$ cat src/rtl/uart_line_echo_pkg.sv
// Shared types and constants for the UART line-echo engine.
package uart_line_echo_pkg;

    // Echo transform selected by the MODE parameter.
    typedef enum logic [1:0] {
        ECHO_PLAIN,
        ECHO_UPPER,
        ECHO_REVERSE
    } echo_mode_e;

    // Line-echo FSM states.
    typedef enum logic [1:0] {
        S_FILL,
        S_DRAIN,
        S_TERM
    } echo_state_e;

    localparam logic [7:0] ASCII_CASE_OFFSET = 8'h20;
    localparam logic [7:0] ASCII_LOWER_A     = 8'h61;
    localparam logic [7:0] ASCII_LOWER_Z     = 8'h7A;

    // Upper-case an ASCII letter; every other code passes through unchanged.
    function automatic logic [7:0] ascii_to_upper(logic [7:0] c);
        if (c >= ASCII_LOWER_A && c <= ASCII_LOWER_Z) begin
            return c - ASCII_CASE_OFFSET;
        end
        return c;
    endfunction

endpackage

$ cat src/rtl/uart_line_echo_line_buffer.sv
// DEPTH x DATA_BITS line store: synchronous write, asynchronous read so it
// can map onto distributed RAM.
module uart_line_echo_line_buffer #(
    parameter int unsigned DATA_BITS = 8,
    parameter int unsigned DEPTH     = 16,
    parameter int unsigned ADDR_W    = 4
) (
    input  logic                 clk_i,
    input  logic                 we_i,
    input  logic [ADDR_W-1:0]    waddr_i,
    input  logic [DATA_BITS-1:0] wdata_i,
    input  logic [ADDR_W-1:0]    raddr_i,
    output logic [DATA_BITS-1:0] rdata_o
);

    logic [DATA_BITS-1:0] mem_q [DEPTH];

    // Write port; no reset so the array stays RAM-inferable.
    always_ff @(posedge clk_i) begin
        if (we_i) begin
            mem_q[waddr_i] <= wdata_i;
        end
    end

    assign rdata_o = mem_q[raddr_i];

endmodule

$ cat src/rtl/uart_line_echo.sv
// Line-buffering echo engine between the uart RX/TX FIFO ports and the send
// button: collects a line, then echoes it (plain, upper-cased or reversed).
module uart_line_echo
    import uart_line_echo_pkg::*;
#(
    parameter int unsigned          DATA_BITS   = 8,
    parameter int unsigned          DEPTH       = 16,
    parameter logic [DATA_BITS-1:0] TERM_CHAR   = DATA_BITS'(8'h0D),
    parameter int unsigned          MODE        = 0,
    parameter int unsigned          APPEND_TERM = 1,
    parameter int unsigned          CNT_W       = $clog2(DEPTH + 1)
) (
    input  logic                 clk_i,
    input  logic                 rst_i,
    input  logic                 send_tick_i,
    input  logic                 rx_empty_i,
    input  logic [DATA_BITS-1:0] r_data_i,
    output logic                 rd_uart_o,
    input  logic                 tx_full_i,
    output logic [DATA_BITS-1:0] w_data_o,
    output logic                 wr_uart_o,
    output logic                 busy_o,
    output logic [CNT_W-1:0]     count_o,
    output logic                 overflow_o
);

    localparam int unsigned      IDX_W    = (DEPTH > 1) ? $clog2(DEPTH) : 1;
    localparam logic [1:0]       ModeBits = MODE[1:0];
    localparam echo_mode_e       Mode     = echo_mode_e'(ModeBits);
    localparam bit               Reverse  = (Mode == ECHO_REVERSE);
    localparam logic [CNT_W-1:0] DepthCnt = CNT_W'(DEPTH);
    localparam logic [CNT_W-1:0] CntOne   = CNT_W'(1);
    localparam logic [IDX_W-1:0] IdxOne   = IDX_W'(1);

    echo_state_e          state_q, state_d;
    logic [CNT_W-1:0]     count_q, count_d;
    logic [IDX_W-1:0]     rd_idx_q, rd_idx_d;
    logic                 overflow_q, overflow_d;
    logic                 busy_q;

    logic                 buf_we;
    logic [IDX_W-1:0]     buf_waddr;
    logic [DATA_BITS-1:0] buf_rdata;
    logic                 drain_go;
    logic                 last_char;

    // Applies the MODE transform to a buffered character on its way out.
    function automatic logic [DATA_BITS-1:0] echo_xform(logic [DATA_BITS-1:0] c);
        if (Mode == ECHO_UPPER) begin
            return DATA_BITS'(ascii_to_upper(8'(c)));
        end
        return c;
    endfunction

    // The next free slot is always at index count.
    assign buf_waddr = IDX_W'(count_q);

    uart_line_echo_line_buffer #(
        .DATA_BITS (DATA_BITS),
        .DEPTH     (DEPTH),
        .ADDR_W    (IDX_W)
    ) u_line_buffer (
        .clk_i   (clk_i),
        .we_i    (buf_we),
        .waddr_i (buf_waddr),
        .wdata_i (r_data_i),
        .raddr_i (rd_idx_q),
        .rdata_o (buf_rdata)
    );

    // Reverse mode walks down to 0; forward modes walk up to count-1.
    always_comb begin
        if (Reverse) begin
            last_char = (rd_idx_q == '0);
        end else begin
            last_char = (rd_idx_q == IDX_W'(count_q - CntOne));
        end
    end

    // Next-state, buffer write and FIFO handshake logic.
    always_comb begin
        state_d    = state_q;
        count_d    = count_q;
        rd_idx_d   = rd_idx_q;
        overflow_d = overflow_q;
        buf_we     = 1'b0;
        drain_go   = 1'b0;
        rd_uart_o  = 1'b0;
        wr_uart_o  = 1'b0;
        w_data_o   = '0;

        unique case (state_q)
            S_FILL: begin
                rd_uart_o = !rx_empty_i;
                if (!rx_empty_i) begin
                    if (r_data_i == TERM_CHAR) begin
                        // Terminator is never stored; an empty line is ignored.
                        drain_go = (count_q != '0);
                    end else if (count_q < DepthCnt) begin
                        buf_we  = 1'b1;
                        count_d = count_q + CntOne;
                    end else begin
                        overflow_d = 1'b1;
                    end
                end
                // count_d already includes a char stored this cycle.
                if (send_tick_i && count_d != '0) begin
                    drain_go = 1'b1;
                end
                if (drain_go) begin
                    state_d  = S_DRAIN;
                    rd_idx_d = Reverse ? IDX_W'(count_d - CntOne) : '0;
                end
            end

            S_DRAIN: begin
                wr_uart_o = !tx_full_i;
                w_data_o  = echo_xform(buf_rdata);
                if (!tx_full_i) begin
                    if (last_char) begin
                        if (APPEND_TERM != 0) begin
                            state_d = S_TERM;
                        end else begin
                            state_d = S_FILL;
                            count_d = '0;
                        end
                    end else begin
                        rd_idx_d = Reverse ? (rd_idx_q - IdxOne) : (rd_idx_q + IdxOne);
                    end
                end
            end

            S_TERM: begin
                wr_uart_o = !tx_full_i;
                w_data_o  = TERM_CHAR;
                if (!tx_full_i) begin
                    state_d = S_FILL;
                    count_d = '0;
                end
            end

            default: begin
                state_d = S_FILL;
                count_d = '0;
            end
        endcase

        // No FIFO traffic while reset is held: a popped char would be discarded.
        if (rst_i) begin
            rd_uart_o = 1'b0;
            wr_uart_o = 1'b0;
        end
    end

    // State, counters and sticky overflow flag.
    always_ff @(posedge clk_i) begin
        if (rst_i) begin
            state_q    <= S_FILL;
            count_q    <= '0;
            rd_idx_q   <= '0;
            overflow_q <= 1'b0;
            busy_q     <= 1'b0;
        end else begin
            state_q    <= state_d;
            count_q    <= count_d;
            rd_idx_q   <= rd_idx_d;
            overflow_q <= overflow_d;
            busy_q     <= (state_d != S_FILL);
        end
    end

    assign busy_o     = busy_q;
    assign count_o    = count_q;
    assign overflow_o = overflow_q;

endmodule

$ cat config.mk
export PLATFORM = sky130hd
export DESIGN_NAME = uart_line_echo
export DESIGN_NICKNAME = d
export VERILOG_FILES = /design/src/rtl/uart_line_echo_pkg.sv /design/src/rtl/uart_line_echo_line_buffer.sv /design/src/rtl/uart_line_echo.sv
export SDC_FILE = /design/constraint.sdc
export NUM_CORES = 1
export LEC_CHECK = 0
export BUFFER_PORTS_ARGS = -buffer_cell sky130_fd_sc_hd__buf_4
export CAP_MARGIN = 0
export CORE_MARGIN = 10
export CORE_UTILIZATION = 38
export CTS_CLUSTER_DIAMETER = 40
export DETAILED_ROUTE_END_ITERATION = 7
export PLACE_DENSITY_LB_ADDON = 0.25
export SLEW_MARGIN = 20
export SYNTH_ARGS = -nofsm -noshare
export SYNTH_HDL_FRONTEND = slang
export SYNTH_SLANG_ARGS = --single-unit
$ cat constraint.sdc
create_clock -name clk_i -period 3.5 [get_ports clk_i]
set_input_delay 0.175 -clock clk_i [delete_from_list [all_inputs] [get_ports clk_i]]
set_output_delay 0.175 -clock clk_i [all_outputs]
set_load 0.02 [all_outputs]
== Word-level counts from Yosys, hierarchy flattened ==
Memory sizes are Yosys's and may differ from the RTL's. A register that Yosys moved wholly into a read port is not among the register bits.
Index checks and enable logic that the tools add are counted.
Storage, ports and cells
  word-level logic and storage cells: 66
  output and inout bits: 17
  memories: 1
  bits in writable memories: 128
  register bits after elaboration: 13
  input port bits: 13
Memories
  u_line_buffer.mem_q: words 16, width 8, read ports 1, clocked after memory_dff 1, wr ports 1, RTL line uart_line_echo_line_buffer.sv:16  | logic [DATA_BITS-1:0] mem_q [DEPTH];
Cells by class
  muxes and demuxes: 32
  add/subtract/negate cells: 3
  bitwise logic cells: 4
  eq/ne operators: 8
  order comparisons: 1
  reduce and logical (&&, ||, !) cells: 12
Operator list (count)
  two-way mux 5 bit: 5
  two-way mux 4 bit: 5
  case mux 8 bit (2 select lines): 1
  case mux 5 bit (3 select lines): 1
  two-way mux 1 bit: 14
  nonzero test 5 bit: 2
  == test 8 x 4 -> 1 bit, second input constant: 1
  two-way mux 2 bit: 4
  inequality test 2 bit, second input constant: 4
  case mux 4 bit (2 select lines): 1
  AND reduction 4 bit: 2
  case mux 2 bit (3 select lines): 1
  adder 5 x 1 -> 5 bit, second input constant: 1
  less-than comparator 5 bit, second input constant: 1
  adder 4 x 1 -> 4 bit, second input constant: 1
  == test 4 bit: 1
  inverter 1 bit: 4
  nonzero test 2 bit: 2
  subtractor 4 x 1 -> 4 bit, second input constant: 1
  == test 2 x 1 -> 1 bit, second input constant: 1
  == test 2 bit, second input constant: 1
  zero test 1 bit: 2
  zero test 2 bit: 1
  AND reduction 2 bit: 1
  2 further kinds: 2

== Longest topological paths before layout ==
Gate-level depths: netlist of run 1.
  depth in word-level cells: 13
  depth in mapped cells: 9
  mapped depth without buffers: 8

== Modules after synthesis ==
From an unflattened synthesis of run 1, not the netlist that was laid out.
Second synthesis, totals
  cells, all modules: 344
  area total of the unflattened synthesis: 5984.5 sq um
Modules (own cells, without submodules)
  uart_line_echo_line_buffer: instances 1, area an instance 4987.3 sq um, sequential area each 3843.7 sq um, cells an instance 221
  uart_line_echo: instances 1, area an instance 997.2 sq um, sequential area each 260.2 sq um, cells an instance 123

== Worst setup path before layout of run 1 ==
No wires, ideal clock.
  path kind: in2reg
  start point: input port r_data_i[0]
  end point: memory u_line_buffer.mem_q[11][0], enable pin
  required time: 3.105 ns
  path buffers: 3
  path slack: 0.853 ns
  library setup time: 0.395 ns
  data arrival time: 2.253 ns
  cell stages on the path: 7
  path through: and4b_1 -> buf_2 -> a21oi_2 -> or2b_1 -> clkbuf_1 -> clkbuf_1 -> nor4_1
On the way
  longest elaborated chain between the ends: 6
Ends and longest elaborated chain
  start: declaration: RTL line uart_line_echo.sv:17  | input logic [DATA_BITS-1:0] r_data_i,
  == test 8 x 4 -> 1 bit: RTL line uart_line_echo.sv:96  | if (r_data_i == TERM_CHAR) begin
  two-way mux 1 bit: RTL line uart_line_echo.sv:96
  two-way mux 1 bit: RTL line uart_line_echo.sv:95  | if (!rx_empty_i) begin
  two-way mux 1 bit: RTL line uart_line_echo.sv:92  | unique case (state_q)
  two-way mux 1 bit: RTL line uart_line_echo_line_buffer.sv:20  | if (we_i) begin
  two-way mux 1 bit (implied by the code): RTL line uart_line_echo_line_buffer.sv:21  | mem_q[waddr_i] <= wdata_i;
  end: declaration: RTL line uart_line_echo_line_buffer.sv:16
No other way between the ends.

==> results_dict.tcl, run 1 <==
set metrics [dict create \
    hold_buffers 0 \
    seq_power_share_pct 48.5 \
    synth_area_um2 6135 \
    cts_setup_buffers 0 \
    yosysSeqAreaShare_pct 68.20 \
    area.growth.synth_to_final_pct 18.40 \
    crit_top_cell "mux4_2" \
    start_kind "register" \
    netlist_top_cells_count "edfxtp_1, mux4_2, dfxtp_1, clkbuf_1" \
    die_h_um 147.1 \
    grt_pass1_vias 3445 \
    slew_viol_final 0 \
    max_freq_mhz 339.6 \
    placed_area_um2 6688 \
    htree_levels 4 \
    synth_top_area_share_pct 62.66 \
    synth_top_cell_by_area "edfxtp_1" \
    cp-end-kind "output port" \
    peakVddDrop_mv 0.3450 \
    syn_nets 367 \
    whs_path_depth 2 \
    synthArstFlopShare_pct 0 \
    cts_made_buffers 17 \
    initialDrtViolationCount 316 \
    grt_max_degree 33 \
    cp_slowest_cell "dfxtp_2" \
    tightest_slew_ns 0.6278 \
    cts_resized 0 \
    cts_root_buf "clkbuf_16" \
    die_x_um 147.1 \
    grt_pass1_wl_mm 20.51 \
    p_int_uw 3132 \
    finalWeightedCongestion 0.8234 \
    final.setup.tns_ns 0 \
    ys_ff_latch 145 \
    crit_chain "buf_12, mux4_2, mux4_2, a21oi_1, nor2b_1, buf_4" \
    rsz0062_at_grt "no" \
    synth.most_common_cell "edfxtp_1" \
    status "finished, final reports clean" \
    yosys.cell_types.count 50 \
    clk_path_buf_depth 2 \
    switching_share_pct 21.03 \
    dieArea_um2 21630 \
    power_density_nw_per_um2 546.0 \
    cts_tree "done" \
    finClkSkew_ns 0.008800 \
    num-nets-final 412 \
    via_per_inst 5.348 \
    synth-main-ff-cell "edfxtp_1" \
    worst_hold_path_type "in2reg" \
    crit_fanout 24 \
    io_pins 30 \
    cts.sink_count 145 \
    clk_pin_slew_worst_paths_ns 0.06 \
    first_pass_iters 4 \
    antenna_found_initial 0 \
    fillCellCount 1355 \
    drive_gt1_share_pct 30.92 \
    core_um2 15830 \
    rr_worst_depth 8 \
    slew-limit-headroom_pct 58.09 \
    min_from "rst_i" \
    hold_end "count_o[4]$_SDFFE_PP0P_" \
    hold_viol_final 0 \
    netlist_instances 344 \
    clock_power_share_pct 44.6 \
    hpwlAfterDp_mm 8.654 \
    synth_area_leaders "edfxtp_1, mux4_2, dfxtp_1, ha_1, nor4_1" \
    clk_latency_ns 0.42 \
    drc 0 \
    yosys_warnings 0 \
    r2r_start "count_o[0]$_SDFFE_PP0P_" \
    port_buffers 29 \
    syn_area_per_cell_um2 17.83 \
    grt_remaining_overflow 0 \
    p_leak_uw 0.002365 \
    r2r_setup_slack_ns 0.95 \
    crit_required_ns 3.32 \
    finish.instance_area_um2 7263 \
    wl_per_cell_um 20.77 \
    row_count 46 \
    diodes 0 \
    cap_violations 0 \
    wirelength_mm 12.82 \
    synth_edf_count 128 \
    r2r-end "busy_o$_SDFF_PP0_" \
    start_util_pct 38.76 \
    ant_nets 0 \
    grt_usage_pct 12.44 \
    combPwrFrac_pct 6.9 \
    min_period_ns 2.945 \
    crit_type "reg2out" \
    vias 3300 \
    min_period_over_period_pct 84.13 \
    finalSetupViolations 0 \
    arrival_ns 2.77 \
    p_switching_uw 833.8 \
    max_stage_delay_ns 0.58 \
]
==> worst max-delay path, delay by kind of cell (launching register included) <==
family,cells,cell delay [ns]
buffers and inverters,2,0.44
multiplexers,2,1.06
AO/OA/AOI/OAI,1,0.17
AND/OR/NAND/NOR,1,0.08
flip-flops,1,0.58
==> kinds of logic after synthesis <==
kind of cell    after synthesis  share of synthesized area (%)
buf+inv                      30                          1.917
compound gates               39                          4.956
fa+ha+maj                    10                          2.040
mux                          43                          15.28
flops                       145                          68.20
simple gates                 72                          6.894
xor+xnor                      5                         0.7140
==> worst max path at each step <==
stage | startpoint | to | slack [ns]
2_1_floorplan | r_data_i[0] | u_line_buffer.mem_q[11][0]$_DFFE_PP_ | 0.85
3_3_place_gp | register | w_data_o[3] | 0.96
3_5_place_dp | register | w_data_o[0] | 0.94
4_1_cts | register | w_data_o[0] | 0.48
5_1_grt | register | w_data_o[0] | 0.37
6_report | register | w_data_o[0] | 0.56
==> cell type report <==
cell class	count	area, um^2	share of cell area, %
Sequential cell	145	4185	57.62
Timing Repair Buffer	47	365.4	5.030
Clock buffer	20	436.7	6.012
Tap cell	216	270.3	3.721
Clock inverter	11	138.9	1.912
Inverter	9	33.78	0.4651
Multi-Input combinational cell	169	1833	25.24
==> stage by stage <==
step,util (%),std cells,hold WS (ns),power (uW),setup slack [ns]
final,45.89,617,0.05142,3966,0.5554
after global routing,45.89,617,0.05974,4113,0.3708
after CTS,45.89,617,0.03436,4010,0.4750
after detailed placement,42.25,586,0.4811,2234,0.9412
after global placement,42.25,586,0.4766,2230,0.9550
after floorplan,-,344,0.2478,2128,0.8525
==> per-layer routing <==
metal	up-vias	part of all wire [%]	track usage [%]
met5	-	0	0
met1	1708	45	16.51
met4	0	1.6	4.609
li1	1501	-	-
met3	15	4.1	2.672
met2	76	49	19.68
==> layout by cell type, fill, tap and decap left out, types with 3 or more instances in the layout <==
cell / n
a21o_1: 3
a21oi_1: 10
a31oi_1: 4
and3_1: 6
buf_4: 46
bufinv_16: 3
clkbuf_1: 3
clkbuf_16: 17
clkinv_1: 3
dfxtp_1: 16
edfxtp_1: 128
ha_1: 10
inv_1: 9
mux4_2: 40
nand2_1: 11
nor2_1: 12
nor2b_1: 4
nor3_1: 10
nor4_1: 12
o21ai_0: 4
xnor2_1: 3
==> power groups by stage <==
| stage | logic, uW | clock network, uW | registers, uW |
|---|---|---|---|
| detailed placement | 273 | 0 | 1960 |
| finish | 272 | 1770 | 1920 |
| floorplan | 171 | 0 | 1960 |
| global route | 298 | 1890 | 1930 |
| CTS | 274 | 1810 | 1920 |
| global placement | 270 | 0 | 1960 |
==> state kept, by name (all words and copies together) (netlist names), named ones only <==
signal and cells:
busy_o 1, rd_idx_q 4, u_line_buffer.mem_q 128, overflow_o 1, count_o 5, state_q 2
(Power assumes the default switching activity.)
==> run 2: changes to the inputs <==
==> constraint.sdc (replaced) <==
create_clock -name clk_i -period 2.86 [get_ports clk_i]
set_input_delay 0.143 -clock clk_i [delete_from_list [all_inputs] [get_ports clk_i]]
set_output_delay 0.143 -clock clk_i [all_outputs]
set_load 0.02 [all_outputs]
==> run 2 against run 1 <==
Effect of this change: cell count up 0.65%; combinational power up 26%; clock power up 15%; highest routed layer unchanged.
==> results_dict.tcl, run 2 (synthesis results as in run 1) <==
set metrics [dict create \
    grt_pass1_vias 3393 \
    grt_pass1_wl_mm 20.32 \
    die_x_um 147.1 \
    final_common_cell "edfxtp_1" \
    r2r_start "count_o[1]$_SDFFE_PP0P_" \
    crit_required_ns 2.72 \
    largest_register "u_line_buffer.mem_q" \
    power_density_nw_per_um2 648.1 \
    r2r-end "rd_idx_q[3]$_SDFFE_PP0P_" \
    wl_per_cell_um 21.16 \
    min_period_over_period_pct 93.41 \
    switching_share_pct 23.58 \
    cap_violations 0 \
    grt_usage_pct 12.61 \
    vias 3313 \
    dieArea_um2 21630 \
    hold_ws_ns 0.03722 \
    arrival_ns 2.53 \
    clk_latency_ns 0.41 \
    p_switching_uw 1115 \
    min_period_ns 2.672 \
    hold_viol_final 0 \
    worst_hold_path_type "in2reg" \
    placed_area_um2 6708 \
    fillCellCount 1368 \
    ant_nets 0 \
    die_h_um 147.1 \
    multiInputGateArea_um2 1833 \
    finish.instance_area_um2 7296 \
    num-nets-final 415 \
    max_freq_mhz 374.3 \
    status "finished, final reports clean" \
    cts.sink_count 145 \
    crit_end "w_data_o[0]" \
    clk_pin_slew_worst_paths_ns 0.06 \
    crit_type "reg2out" \
    p_int_uw 3613 \
    place_inst 587 \
    finClkSkew_ns 0.006190 \
    slew-limit-headroom_pct 56.24 \
    start_util_pct 38.76 \
    regArea_um2 4185 \
    diodes 0 \
    via_per_inst 5.335 \
    initialDrtViolationCount 301 \
    clk_path_buf_depth 2 \
    htree_levels 4 \
    row_count 46 \
    p_leak_uw 0.002381 \
    grt_max_degree 33 \
    start_kind "register" \
    tightest_slew_ns 0.6555 \
    cts_root_buf "clkbuf_16" \
    io_pins 30 \
    first_pass_iters 4 \
    r2r_setup_slack_ns 0.42 \
    slew_viol_final 0 \
    wirelength_mm 13.14 \
    clock_power_share_pct 43.0 \
    cp-end-kind "output port" \
    finalSetupViolations 0 \
    seq_power_share_pct 49.7 \
    cts_made_buffers 17 \
    rr_worst_depth 8 \
    combPwrFrac_pct 7.3 \
    rsz0062_at_grt "no" \
    largest_reg_flops 128 \
    finalWeightedCongestion 0.8229 \
    final.setup.tns_ns 0 \
    port_buffers 29 \
    area.growth.synth_to_final_pct 18.93 \
    finalNonFillerCells 621 \
    peakVddDrop_mv 0.4256 \
    core_um2 15830 \
    drive_gt1_share_pct 32.84 \
    hpwlAfterDp_mm 8.240 \
    drc 0 \
    crit_fanout 16 \
    grt_remaining_overflow 0 \
    antenna_found_initial 0 \
    final_cell_mix "edfxtp_1, buf_4, mux4_2" \
    cts_tree "done" \
]
-- run 2: cell types whose count changed in the layout (fill, tap and decap cells not counted) --
cell / change
bufinv_16: -3
dlygate4sd3_1: +1
clkinv_2: +1
inv_6: +2
clkinvlp_4: +1
clkinv_1: -3
buf_12: +1
clkinv_4: +3
clkbuf_16: +1
inv_8: +3
clkbuf_1: -3
-- run 2: final cells by class --
type,instances,share of cell area (%)
Clock buffer,17,5.831
Sequential cell,145,57.37
Multi-Input combinational cell,169,25.12
Clock inverter,15,1.749
Tap cell,216,3.704
Inverter,9,0.4630
Timing Repair Buffer,50,5.762
-- run 2: how the worst min path moves through the flow --
stage | startpoint | to | depth (start not counted)
after global placement | rst_i | count_o[3]$_SDFFE_PP0P_ | 2
after global routing | r_data_i[0] | u_line_buffer.mem_q[12][0]$_DFFE_PP_ | 1
after CTS | r_data_i[0] | u_line_buffer.mem_q[12][0]$_DFFE_PP_ | 1
after detailed placement | rst_i | count_o[4]$_SDFFE_PP0P_ | 2
after floorplan | rst_i | busy_o$_SDFF_PP0_ | 1
final | r_data_i[0] | u_line_buffer.mem_q[11][0]$_DFFE_PP_ | 1
-- run 2: what timing repair did --
item,4_1_cts,5_1_grt
gates resized for setup,0,0
hold buffers,1,0
buffers inserted,0,0
setup endpoints to repair,0,1
endpoints found under the hold margin,3,0
-- run 2: critical path, cell delays in order (launching register included) --
cell and delay, ns:
dfxtp_2 0.39, buf_12 0.20, mux4_2 0.54, mux4_2 0.48, a21oi_1 0.25, nor2b_1 0.08, buf_4 0.16
-- run 2: metal layers --
metal  global-route usage [%]  part of all wire, %  wire, um  vias up
met2                    20.94                   52      6823       59
met4                    5.302                  1.2       160        0
li1                         -                    -         -     1521
met1                    15.68                   43      5609     1722
met5                        0                    0         0        -
met3                    2.580                  4.2       548       11
-- run 2: metrics by stage --
stage / setup slack (ns) / power, uW / util [%]
final: 0.1883 / 4728 / 46.09
after global routing: 0.05511 / 4897 / 46.09
after CTS: 0.08850 / 4774 / 45.94
after detailed placement: 0.4304 / 2734 / 42.38
after global placement: 0.4673 / 2730 / 42.38
after floorplan: 0.2445 / 2605 / -
-- run 2: power by group through the flow --
stage                     clock [uW]  sequential, uW  combinational [uW]
final                           2040            2350                 344
after global routing            2170            2350                 378
after CTS                       2080            2350                 344
after detailed placement           0            2390                 341
after global placement             0            2390                 339
after floorplan                    0            2400                 209
